**config.mk**
```make
export PLATFORM = sky130hd
export DESIGN_NAME = train_sequencer
export DESIGN_NICKNAME = d
export VERILOG_FILES = /design/src/rtl/train_sequencer.sv
export SDC_FILE = /design/constraint.sdc
export NUM_CORES = 1
export LEC_CHECK = 0
export ABC_AREA = 1
export BUFFER_PORTS_ARGS = -buffer_cell sky130_fd_sc_hd__clkbuf_2
export CORE_MARGIN = 3
export CORE_UTILIZATION = 45
export DETAILED_ROUTE_END_ITERATION = 12
export PLACE_DENSITY_LB_ADDON = 0.25
export RECOVER_POWER = 50
export SYNTH_ARGS = -nofsm -noshare
export SYNTH_HDL_FRONTEND = slang
export SYNTH_SLANG_ARGS = --single-unit
```
**constraint.sdc**
```tcl
create_clock -name clk_i -period 1.8 [get_ports clk_i]
set_input_delay 0.09 -clock clk_i [delete_from_list [all_inputs] [get_ports clk_i]]
set_output_delay 0.09 -clock clk_i [all_outputs]
set_load 0.05 [all_outputs]
```
**src/rtl/train_sequencer.sv**
```systemverilog
// train_sequencer: epoch-level training FSM sequencing the output neuron and the backprop unit
//   clk_i, rst_i          clock (rising edge), asynchronous active-low reset
//   start_i, abort_i      run control from the chip I/O controller
//   loss_i                neuron loss register
//   zero_end_check_i      neuron zero-output/zero-target shortcut
//   bp_done_i             backprop weight update finished
//   en_o                  neuron enable, high for FWD_CYCLES per forward pass
//   zero_final_o          clear neuron final register
//   zero_loss_o           clear neuron loss register
//   bp_start_o            one-cycle backprop launch pulse
//   busy_o, done_o        run in progress / run finished
//   converged_o, error_o  result flags, valid while done_o
//   epoch_o               completed-epoch count
//   state_o               IDLE=0 CLEAR=1 FWD=2 EVAL=3 BPASS=4 DONE=5
module train_sequencer #(
  parameter int          EPOCH_W     = 4,
  parameter int          FWD_CYCLES  = 2,
  parameter logic [45:0] LOSS_THRESH = '0,
  parameter int          BP_TIMEOUT  = 255
) (
  input  logic               clk_i,
  input  logic               rst_i,
  input  logic               start_i,
  input  logic               abort_i,
  input  logic [45:0]        loss_i,
  input  logic               zero_end_check_i,
  input  logic               bp_done_i,
  output logic               en_o,
  output logic               zero_final_o,
  output logic               zero_loss_o,
  output logic               bp_start_o,
  output logic               busy_o,
  output logic               done_o,
  output logic               converged_o,
  output logic               error_o,
  output logic [EPOCH_W-1:0] epoch_o,
  output logic [2:0]         state_o
);
  typedef enum logic [2:0] {
    IDLE  = 3'd0,
    CLEAR = 3'd1,
    FWD   = 3'd2,
    EVAL  = 3'd3,
    BPASS = 3'd4,
    DONE  = 3'd5
  } state_t;
  localparam int FCW = $clog2(FWD_CYCLES);
  state_t         state, nxt;
  logic [FCW-1:0] fcnt;
  logic [7:0]     wcnt;
  logic           conv;
  assign conv    = zero_end_check_i || loss_i <= LOSS_THRESH;
  assign state_o = state;
  // bp_start_o is high only in the first BPASS cycle, so it doubles as the
  // "ignore bp_done_i this cycle" marker
  always_comb begin
    nxt = state;
    if (abort_i) nxt = IDLE;
    else
      case (state)
        IDLE, DONE: nxt = start_i ? CLEAR : state;
        CLEAR:      nxt = FWD;
        FWD:        nxt = fcnt == '0 ? EVAL : FWD;
        EVAL:       nxt = (conv || epoch_o == {EPOCH_W{1'b1}}) ? DONE : BPASS;
        BPASS:      nxt = (!bp_start_o && bp_done_i) ? CLEAR :
                          wcnt == 8'(BP_TIMEOUT) ? DONE : BPASS;
        default:    nxt = IDLE;
      endcase
  end
  // all outputs are registered from the next-state value so they line up
  // with state_o and never depend combinationally on inputs
  always_ff @(posedge clk_i or negedge rst_i)
    if (!rst_i) begin
      state        <= IDLE;
      en_o         <= 1'b0;
      zero_final_o <= 1'b0;
      zero_loss_o  <= 1'b0;
      bp_start_o   <= 1'b0;
      busy_o       <= 1'b0;
      done_o       <= 1'b0;
      converged_o  <= 1'b0;
      error_o      <= 1'b0;
      epoch_o      <= '0;
      fcnt         <= '0;
      wcnt         <= '0;
    end else begin
      state        <= nxt;
      en_o         <= nxt == FWD;
      zero_final_o <= nxt == CLEAR;
      zero_loss_o  <= nxt == CLEAR;
      bp_start_o   <= nxt == BPASS && state != BPASS;
      busy_o       <= nxt inside {CLEAR, FWD, EVAL, BPASS};
      done_o       <= nxt == DONE;
      fcnt         <= state == CLEAR ? FCW'(FWD_CYCLES - 1) : fcnt - FCW'(state == FWD);
      wcnt         <= state == BPASS ? wcnt + 8'd1 : 8'd0;
      if (nxt == CLEAR && (state == IDLE || state == DONE)) begin
        epoch_o     <= '0;
        converged_o <= 1'b0;
        error_o     <= 1'b0;
      end
      if (state == BPASS && nxt == CLEAR) epoch_o <= epoch_o + 1'b1;
      if (state == EVAL && nxt == DONE) converged_o <= conv;
      if (state == BPASS && nxt == DONE) error_o <= 1'b1;
      if (abort_i) begin
        converged_o <= 1'b0;
        error_o     <= 1'b0;
      end
    end
endmodule

```
==> out/summary.txt <==
Initial antenna violation count = 0
Inserted Clock Buffers = 3
Result of the run = finished, final reports clean
Mean Syn Cell Area = 7.71 um2
Number of primary I/O pins = 67
Utilization after layout = 0.647
Syn. warnings = 0
Timing-limited maximum frequency = 0.573 GHz
Setup ws final = 0.0560 ns
Routed wl met3 = 217 um
Startpoint Class = register
Syn Std Cell Area = 1320 um2
DRC viols = 0
Flops & latches, synth = 23
Worst vdd ir = 735 uV
Minimum setup slack among reg-to-reg paths = 0.06 ns
Number of vias per cell after detailed routing = 4.91
Static Leakage = 0.000947 uW
Wire length of the first global-routing pass = 4770 um
Number of nets with antenna violations after detailed routing = 0
Final Cycle Share = 0.969
Sequential cell area fraction in the yosys report = 0.436
Layout overhead on the synthesized area = 36.4%
Time the final worst path needs with I/O delays and setup = 1.74 ns
Post-route cell area = 1800 um2
Number of port buffers = 66
Routed met1 length = 1250 um
Kind of end point of the critical path = register
Detailed route wirelength on metal2 = 1570 um
Total negative slack = 0 ns
Share of flip-flops with an asynchronous set or reset = 1.00
Total routing usage reported by global routing = 0.175
Power per cell area = 782 nW/um2
Clock sink count = 23
Site Rows = 19
CP max stage delay = 0.47 ns
Vertical die dimension = 60.1 um
Total Power Consumption = 1410 uW
Via count of the first global-routing pass = 1198
Slowest stage cell on the critical path = sky130_fd_sc_hd__dfrtp_2
Number of optimization iterations in the first detailed-route pass = 4
Largest net degree at the start of global routing = 24
Floorplan die area = 3620 um2
Pre-CTS setup slack = 0.0589 ns
Post-synthesis cell type count = 30
Synth area leaders = sky130_fd_sc_hd__dfrtp_1 (44%), sky130_fd_sc_hd__nor2_1 (12%), sky130_fd_sc_hd__nand2_1 (9.4%), sky130_fd_sc_hd__inv_1 (4.6%), sky130_fd_sc_hd__nand3_1 (3.0%)
Std-Cell Core Area = 2780 um2
Aggregate global routing overflow = 0
Routed wire length = 3080 um
Routed via count = 1374
Horizontal extent of the die = 60.1 um
Crit-path max FO = 7
Effective utilization at floorplan = 0.474
DRC violation total after the first TritonRoute iteration = 33
Hold Path Depth = 3
Cell-by-cell trace of the critical path = inv_2, nand2_2, o21ai_2, clkinv_1, nor2_1, nor3_2, nand2_2, nand4_4, inv_4, nand2_2, nand3b_1, nand2_1
Cell type with the highest occurrence count on the critical path = sky130_fd_sc_hd__nand2_2
Clk Tree Root Cell = sky130_fd_sc_hd__clkbuf_4
Worst-margin pin slew = 1.21 ns
HP Class = in -> reg
Beginning of the worst hold path = abort_i
Clock latency on the worst-skew pair = 0.32 ns
Maximum capacitance violations = 0
WP data required = 2.03 ns
Syn Inst Count = 171
Post-detailed-route wirelength per cell = 11.0 um
Clock-pin slew reported for the worst setup and hold paths after clock tree synthesis = 0.12 ns
Placed Instance Area = 1700 um2
Maximum count of clock buffers along a single path = 2
RSZ-0062 raised after global routing = yes
Final-report hold violation count = 0
Worst min-delay path endpoint = error_o
Max Transition Viols Final = 0
Filler cell count in the final layout = 254
Critical path arrival = 1.98 ns
Worst r2r dst = converged_o
H-tree levels = 1
Syn nets = 226
DP Wirelength = 2470 um
N_diodes = 0
Max-Slew Margin vs Limit = 0.195
Launch instance of the worst register-to-register path = state_o[0]
Post-layout net count = 305
Yosys top cell area share = 0.436
Final number of setup-violating endpoints = 0
Top routing layer in use = met4
TritonCTS clock tree = done
Proportion of layout cells with a drive suffix above 1 = 0.418
Type of the worst setup path = reg -> reg
Largest clock skew in the final design = 0.00185 ns
Cell type with the highest aggregate area in the netlist = sky130_fd_sc_hd__dfrtp_1
Count of flip-flops with a built-in enable after synthesis = 0
Main flop type after synthesis = sky130_fd_sc_hd__dfrtp_1
Final Wtd Congestion = 0.864
Reg2Reg Depth = 12
==> cell usage in the layout (no fill, tap or decap), types with 3 or more instances in the layout <==
cell type                   n
sky130_fd_sc_hd__clkbuf_2  64
sky130_fd_sc_hd__nor2_1    39
sky130_fd_sc_hd__nand2_1   31
sky130_fd_sc_hd__dfrtp_1   20
sky130_fd_sc_hd__inv_1     14
sky130_fd_sc_hd__nand3_1    8
sky130_fd_sc_hd__buf_4      8
sky130_fd_sc_hd__a21oi_1    6
sky130_fd_sc_hd__nand2_2    5
sky130_fd_sc_hd__nor3_1     5
sky130_fd_sc_hd__o21ai_0    5
sky130_fd_sc_hd__inv_2      3
sky130_fd_sc_hd__nand4_1    3
sky130_fd_sc_hd__nor2_4     3
sky130_fd_sc_hd__clkbuf_4   3
sky130_fd_sc_hd__dfrtp_2    3
==> cells by family after synthesis <==
logic type	count (synthesis)	synth area share
and+or+nand+nor	102	0.360
DFF	23	0.436
AOI/OAI and AO/OA	19	0.0939
adders and majority gates	3	0.0285
buffers and inverters	22	0.0683
xor gates and xnor gates	2	0.0133
==> cell type report <==
cell class	count	area [um2]	area share
inverter	21	85.1	0.0473
clock buffer	3	22.5	0.0125
clock inverter	1	5.00	0.00278
sequential	23	579	0.322
multi-input combinational	126	671	0.373
tap	31	38.8	0.0216
timing repair buffer	75	398	0.221
==> per-stage QoR <==
step | std cells | hold slack [ns]
floorplan | 171 | -0.206
global placement | 269 | 0.108
detailed placement | 269 | 0.110
CTS | 274 | 0.0709
global route | 280 | 0.0749
finish | 280 | 0.0817
==> power breakdown <==
part	leakage, uW	switching [uW]	internal (uW)
Clock	0.0000177	163	83.6
Combinational	0.000621	372	185
Sequential	0.000308	38.3	566
==> state kept, by name, indices dropped and copies added, names as in the netlist <==
register / flops
zero_loss_o: 1
converged_o: 1
error_o: 1
epoch_o: 4
bp_start_o: 1
wcnt: 8
done_o: 1
en_o: 1
state_o: 3
busy_o: 1
fcnt: 1
==> worst max path at each step <==
stage / startpoint / to / cells after the start
finish: state_o[0] / converged_o / 12
global route: wcnt[0] / converged_o / 12
CTS: state_o[0] / converged_o / 12
detailed placement: state_o[0] / converged_o / 12
global placement: state_o[0] / converged_o / 12
floorplan: epoch_o[0] / converged_o / 10
==> worst max-delay path: cells and delay by family, from the launching register on <==
family,cells,cell delay (ns)
buffers and inverters,3,0.31
DFF,1,0.47
AOI/OAI and AO/OA,1,0.16
and+or+nand+nor,8,0.71
==> timing repair <==
action | CTS | global route
endpoints found under the setup margin | 0 | 5
gates resized for setup | 0 | 8
setup buffers | 0 | 6
hold buffers | 1 | 0
hold endpoints to repair | 23 | 0
==> routing by layer <==
metal | track usage | vias to the layer above
met5 | 0 | -
met4 | 0.0570 | 0
met3 | 0.0454 | 5
met2 | 0.309 | 48
met1 | 0.204 | 616
li1 | - | 705
==> synthesized netlist by cell type (2+ instances only) <==
cell / instances
sky130_fd_sc_hd__inv_1: 16
sky130_fd_sc_hd__o21ai_0: 5
sky130_fd_sc_hd__a21oi_2: 2
sky130_fd_sc_hd__nand3_1: 8
sky130_fd_sc_hd__nand3_2: 2
sky130_fd_sc_hd__nand4_1: 3
sky130_fd_sc_hd__ha_1: 3
sky130_fd_sc_hd__a21oi_1: 6
sky130_fd_sc_hd__dfrtp_1: 23
sky130_fd_sc_hd__xor2_1: 2
sky130_fd_sc_hd__nor2_4: 2
sky130_fd_sc_hd__inv_2: 2
sky130_fd_sc_hd__nand2_1: 33
sky130_fd_sc_hd__nor3_1: 5
sky130_fd_sc_hd__o21bai_1: 2
sky130_fd_sc_hd__nand2_2: 3
sky130_fd_sc_hd__nor2_1: 41
Note: power is estimated with default switching activity, not from simulation.
